### config.mk
export PLATFORM = sky130hd
export DESIGN_NAME = wb_select_pipe
export DESIGN_NICKNAME = d
export VERILOG_FILES = /design/src/rtl/wb_pkg.sv /design/src/rtl/load_extend.sv /design/src/rtl/wb_select_pipe.sv
export SDC_FILE = /design/constraint.sdc
export NUM_CORES = 1
export LEC_CHECK = 0
export ABC_AREA = 0
export CAP_MARGIN = 5
export CORE_AREA = 2 2 126 128
export DETAILED_ROUTE_END_ITERATION = 7
export DIE_AREA = 0 0 128 130
export SLEW_MARGIN = 25
export SYNTH_ARGS = -nofsm -noshare
export SYNTH_HDL_FRONTEND = slang
export SYNTH_SLANG_ARGS = --single-unit
### constraint.sdc
create_clock -name clk -period 2.8 [get_ports clk]
set_clock_uncertainty 0.1 [all_clocks]
set_input_delay 0.42 -clock clk [delete_from_list [all_inputs] [get_ports clk]]
set_output_delay 0.42 -clock clk [all_outputs]
set_load 0.01 [all_outputs]
### src/rtl/wb_pkg.sv
// Shared definitions for the write-back select pipeline: source-select
// encodings and the RISC-V load funct3 codes used by load extraction.
package wb_pkg;

    localparam logic [1:0] WB_SRC_ALU = 2'b00;
    localparam logic [1:0] WB_SRC_MEM = 2'b01;
    localparam logic [1:0] WB_SRC_PC4 = 2'b10;
    localparam logic [1:0] WB_SRC_IMM = 2'b11;

    localparam logic [2:0] F3_LB  = 3'b000;
    localparam logic [2:0] F3_LH  = 3'b001;
    localparam logic [2:0] F3_LW  = 3'b010;
    localparam logic [2:0] F3_LBU = 3'b100;
    localparam logic [2:0] F3_LHU = 3'b101;

endpackage

### src/rtl/load_extend.sv
// Combinational load data extraction: picks the addressed byte/half/word
// out of the memory read data and sign- or zero-extends it to XLEN.
module load_extend
    import wb_pkg::*;
#(
    parameter int XLEN = 32
) (
    input  logic [2:0]      funct3,
    input  logic [1:0]      addr_lo,
    input  logic [XLEN-1:0] mem,
    output logic [XLEN-1:0] data
);

    logic [7:0]  byte_sel;
    logic [15:0] half_sel;

    // Lane selection followed by extension per load type
    always_comb begin
        byte_sel = mem[{addr_lo, 3'b000} +: 8];
        half_sel = addr_lo[1] ? mem[31:16] : mem[15:0];
        data     = mem;
        case (funct3)
            F3_LB:   data = XLEN'($signed(byte_sel));
            F3_LH:   data = XLEN'($signed(half_sel));
            F3_LW:   data = XLEN'($signed(mem[31:0]));
            F3_LBU:  data = XLEN'(byte_sel);
            F3_LHU:  data = XLEN'(half_sel);
            default: data = mem;
        endcase
    end

endmodule

### src/rtl/wb_select_pipe.sv
// Write-back source select with a small in-order result FIFO.
// Data is selected at push time and stored, so the head entry drives the
// register-file write port directly. Writes to x0 are suppressed on entry.
// Optional feature: define WB_LOAD_EXT_EN to extract/extend MEM load data
// by funct3 and byte offset; otherwise MEM data passes through unchanged.
module wb_select_pipe
    import wb_pkg::*;
#(
    parameter int XLEN  = 32,
    parameter int DEPTH = 2
) (
    input  logic            clk,
    input  logic            rst_n,
    input  logic            in_valid,
    output logic            in_ready,
    input  logic [1:0]      in_sel,
    input  logic [XLEN-1:0] in_alu,
    input  logic [XLEN-1:0] in_mem,
    input  logic [XLEN-1:0] in_pc,
    input  logic [XLEN-1:0] in_imm,
    input  logic [2:0]      in_funct3,
    input  logic [1:0]      in_addr_lo,
    input  logic [4:0]      in_rd,
    input  logic            in_we,
    output logic            out_valid,
    input  logic            out_ready,
    output logic [4:0]      out_rd,
    output logic [XLEN-1:0] out_data,
    output logic            out_we
);

    localparam int PW = (DEPTH > 1) ? $clog2(DEPTH) : 1;
    localparam int CW = $clog2(DEPTH + 1);
    localparam logic [CW-1:0] DEPTH_C = CW'(DEPTH);

    logic [XLEN-1:0] mem_data;
    logic [XLEN-1:0] sel_data;
    logic            push;
    logic            pop;

    logic [PW-1:0]   wr_ptr;
    logic [PW-1:0]   rd_ptr;
    logic [CW-1:0]   count;

    logic [XLEN-1:0] data_q [DEPTH];
    logic [4:0]      rd_q   [DEPTH];
    logic            we_q   [DEPTH];

`ifdef WB_LOAD_EXT_EN
    load_extend #(.XLEN(XLEN)) u_load_extend (
        .funct3  (in_funct3),
        .addr_lo (in_addr_lo),
        .mem     (in_mem),
        .data    (mem_data)
    );
`else
    logic unused_load_cfg;
    assign unused_load_cfg = ^{in_funct3, in_addr_lo};
    assign mem_data        = in_mem;
`endif

    // Source mux; PC+4 wraps at 2^XLEN with the carry dropped
    always_comb begin
        sel_data = in_alu;
        case (in_sel)
            WB_SRC_ALU: sel_data = in_alu;
            WB_SRC_MEM: sel_data = mem_data;
            WB_SRC_PC4: sel_data = in_pc + XLEN'(4);
            WB_SRC_IMM: sel_data = in_imm;
            default:    sel_data = in_alu;
        endcase
    end

    // Handshakes; a full buffer still accepts when the head leaves this cycle
    always_comb begin
        in_ready  = (count < DEPTH_C) || out_ready;
        out_valid = (count != '0);
        push      = in_valid && in_ready;
        pop       = out_valid && out_ready;
    end

    // Head entry to the write port, forced to zero while empty or in reset
    always_comb begin
        out_data = '0;
        out_rd   = '0;
        out_we   = 1'b0;
        if (out_valid) begin
            out_data = data_q[rd_ptr];
            out_rd   = rd_q[rd_ptr];
            out_we   = we_q[rd_ptr];
        end
    end

    // Entry storage; contents are only observable through count, so no reset
    always_ff @(posedge clk) begin
        if (push) begin
            data_q[wr_ptr] <= sel_data;
            rd_q[wr_ptr]   <= in_rd;
            we_q[wr_ptr]   <= in_we && (in_rd != 5'd0);
        end
    end

    // Pointers and occupancy; pointers wrap naturally as DEPTH is a power of two
    always_ff @(posedge clk or negedge rst_n) begin
        if (!rst_n) begin
            wr_ptr <= '0;
            rd_ptr <= '0;
            count  <= '0;
        end else begin
            if (push) wr_ptr <= wr_ptr + PW'(1);
            if (pop)  rd_ptr <= rd_ptr + PW'(1);
            case ({push, pop})
                2'b10:   count <= count + CW'(1);
                2'b01:   count <= count - CW'(1);
                default: count <= count;
            endcase
        end
    end

endmodule
==> impl_metrics.ini, run 1 <==
[run_status]
status = finished, final reports clean

[floorplan]
die_area_um2 = 16600
fp-row-count = 46
ios = 185
core_area_um2 = 15400
dieWidth_um = 128
die_y_um = 130
initial_core_util_pct = 29.4

[place]
place_congestion = 0.827
placedCellCount = 723
hpwl_um = 10100
port_buffers = 179

[cts]
cts.repair.resized = 0
post_cts_buffers = 0
cts_sinks = 80
h-tree-depth = 3
tritoncts = done
clk_latency_ns = 0.33
clkSlewWorstSetupHoldPaths_ns = 0.06
hold_buffers = 0
root_buffer = clkbuf_16
cts-buffers-inserted = 9
clk_path_buf_depth = 2

[yosys]
yosysSeqAreaShare_pct = 52.6
post-synth-top-count-cell = edfxtp_1
synth.largest_area_cell = edfxtp_1
syn_area_um2 = 4530
async_reset_ff_share_pct = 5.00
yosysWarnings = 0
ys_ff_latch = 80
synth_top_area_share_pct = 50.4
ys.flop_type = edfxtp_1
synth_edf_count = 76
synth_nets = 484
synth_commonest_cells = 76 x edfxtp_1, 46 x nor2_1, 38 x mux2i_1
synthCells = 336
synth_area_leaders = edfxtp_1 50%, mux4_2 11%, mux2i_1 8.4%, nor2_1 3.8%, xnor2_1 3.5%
synth_cell_types = 41
avgSynthCellArea_um2 = 13.5

[timing]
tightest_slew_ns = 0.629
clock.fmax_mhz = 409
tns_ns = 0
fin_crit_ns = 2.44
drv_slew = 0
slew_headroom_pct = 58.1
setup_violations = 0
min_period_over_period_pct = 87.2
rsz0062_at_grt = false
hold_violations = 0

[cells_and_area]
fin_cells = 739
drive_above_1_share_pct = 17.2
area_growth_pct = 58.5
nets = 690
n_fill_cell = 1398
n_antenna_cell = 0

[power]
total_power_uw = 5390
p_per_area_nw_per_um2 = 750
vdd_drop_max_mv = 0.528
p_leak_uw = 0.00263

[job]
max_cap_violations = 0

[setup_path]
cp-endpoint = data_q[1][26]$_DFFE_PP_
end_kind = register
regToRegSetupSlack_ns = 0.95
cp_max_fo = 4
cp-start-kind = primary input
path_class = in -> reg
critPathRequiredTime_ns = 2.76
rr_endpoint = count[1]$_DFFE_PN0P_
startpoint = in_pc[9]
reg2regPathDepth = 7
arrival_ns = 2.40
reg2reg_from = count[0]$_DFFE_PN0P_

[route]
antenna_left = 0
route.vias.total = 3587
drt-total-wl_um = 13000
wire_per_inst_um = 17.6
first_pass_iters = 6
drc = 0
drt_iter0_drc = 186
viasPerCell = 4.85

[min_path]
min_path_type = in -> async

[grt]
grt_pass1_vias = 3816
grt_first_pass_wirelength_um = 20000
antenna_found_initial = 0
grt_max_degree = 40
grtUsageTotal_pct = 16.1
grt_remaining_overflow = 0
state kept, by name (all words and copies together), names as in the netlist:
signal and cells:
count 2, data_q 64, rd_ptr 1, rd_q 10, we_q 2, wr_ptr 1
how the worst min path moves through the flow:
stage / start / endpoint / slack, ns / depth (start not counted)
final: rst_n / wr_ptr$_DFFE_PN0P_ / 0.18 / 1
after global routing: rst_n / wr_ptr$_DFFE_PN0P_ / 0.19 / 1
after CTS: rst_n / wr_ptr$_DFFE_PN0P_ / 0.18 / 1
after detailed placement: wr_ptr$_DFFE_PN0P_ / wr_ptr$_DFFE_PN0P_ / 0.43 / 1
after global placement: wr_ptr$_DFFE_PN0P_ / wr_ptr$_DFFE_PN0P_ / 0.43 / 1
after floorplan: rst_n / count[0]$_DFFE_PN0P_ / 0.02 / 0
layout make-up:
type,count,area [um^2],area share [%]
flip-flops and latches,80,2380,33.2
repair buffers,212,2090,29.1
multi-input cells,236,2080,29.0
well taps,192,240,3.35
clock buffers,9,225,3.14
clock inverters,7,144,2.00
inverters,3,11.3,0.157
where the power goes:
group / total [uW] / leakage, uW / internal, uW / switching, uW
sequential: 1700 / 0.000752 / 1620 / 83.0
combinational: 2260 / 0.00171 / 1200 / 1060
clock: 1430 / 0.000172 / 962 / 465
cell families after synthesis:
| family | Yosys count | synth area share (%) |
|---|---|---|
| muxes | 66 | 21.4 |
| and+or+nand+nor | 113 | 14.2 |
| AOI/OAI and AO/OA | 22 | 3.07 |
| DFF | 80 | 52.6 |
| buffers and inverters | 20 | 1.77 |
| adders and majority gates | 3 | 0.829 |
| xor gates and xnor gates | 32 | 6.19 |
cells in the final DEF, fill, tap and decap left out, types with 14 or more instances in the layout:
cell / synthesis / final
mux2i_1: 38 / 38
nor2_1: 46 / 44
edfxtp_1: 76 / 76
xor2_1: 14 / 14
buf_4: 0 / 28
nand2_1: 17 / 17
xnor2_1: 18 / 18
clkdlybuf4s50_1: 0 / 177
mux4_2: 23 / 23
nand3_1: 16 / 16
critical path, stage by stage:
cell	delay, ns
clkdlybuf4s50_1	0.60
and3_2	0.29
nand4_4	0.17
nor4_4	0.31
xor2_1	0.13
mux4_2	0.48
metal layers:
metal | share of wire, % | track usage (%) | wire length [um]
met4 | 1.8 | 6.46 | 240
met5 | 0 | 0 | 0
met1 | 42 | 19.3 | 5480
met2 | 49 | 28.1 | 6430
met3 | 6.6 | 3.98 | 860
stage by stage:
step | hold WS, ns | utilization (%) | instance area, um^2 | setup slack (ns)
after global placement | 0.429 | 44.2 | 6810 | 0.0626
after detailed placement | 0.435 | 44.2 | 6810 | 0.00968
after global routing | 0.191 | 46.6 | 7180 | 0.299
final | 0.184 | 46.6 | 7180 | 0.358
after CTS | 0.179 | 46.6 | 7180 | 0.371
after floorplan | 0.0244 | - | 4530 | 0.568
No activity file was read; power rests on OpenSTA's default activity.
==> inputs of run 2 (changes only) <==
- CTS_CLUSTER_SIZE: not set -> 24
- HOLD_SLACK_MARGIN: not set -> 0.12
==> results of run 2 <==
No change in the layout: final DEF, timing and power equal those of run 1.
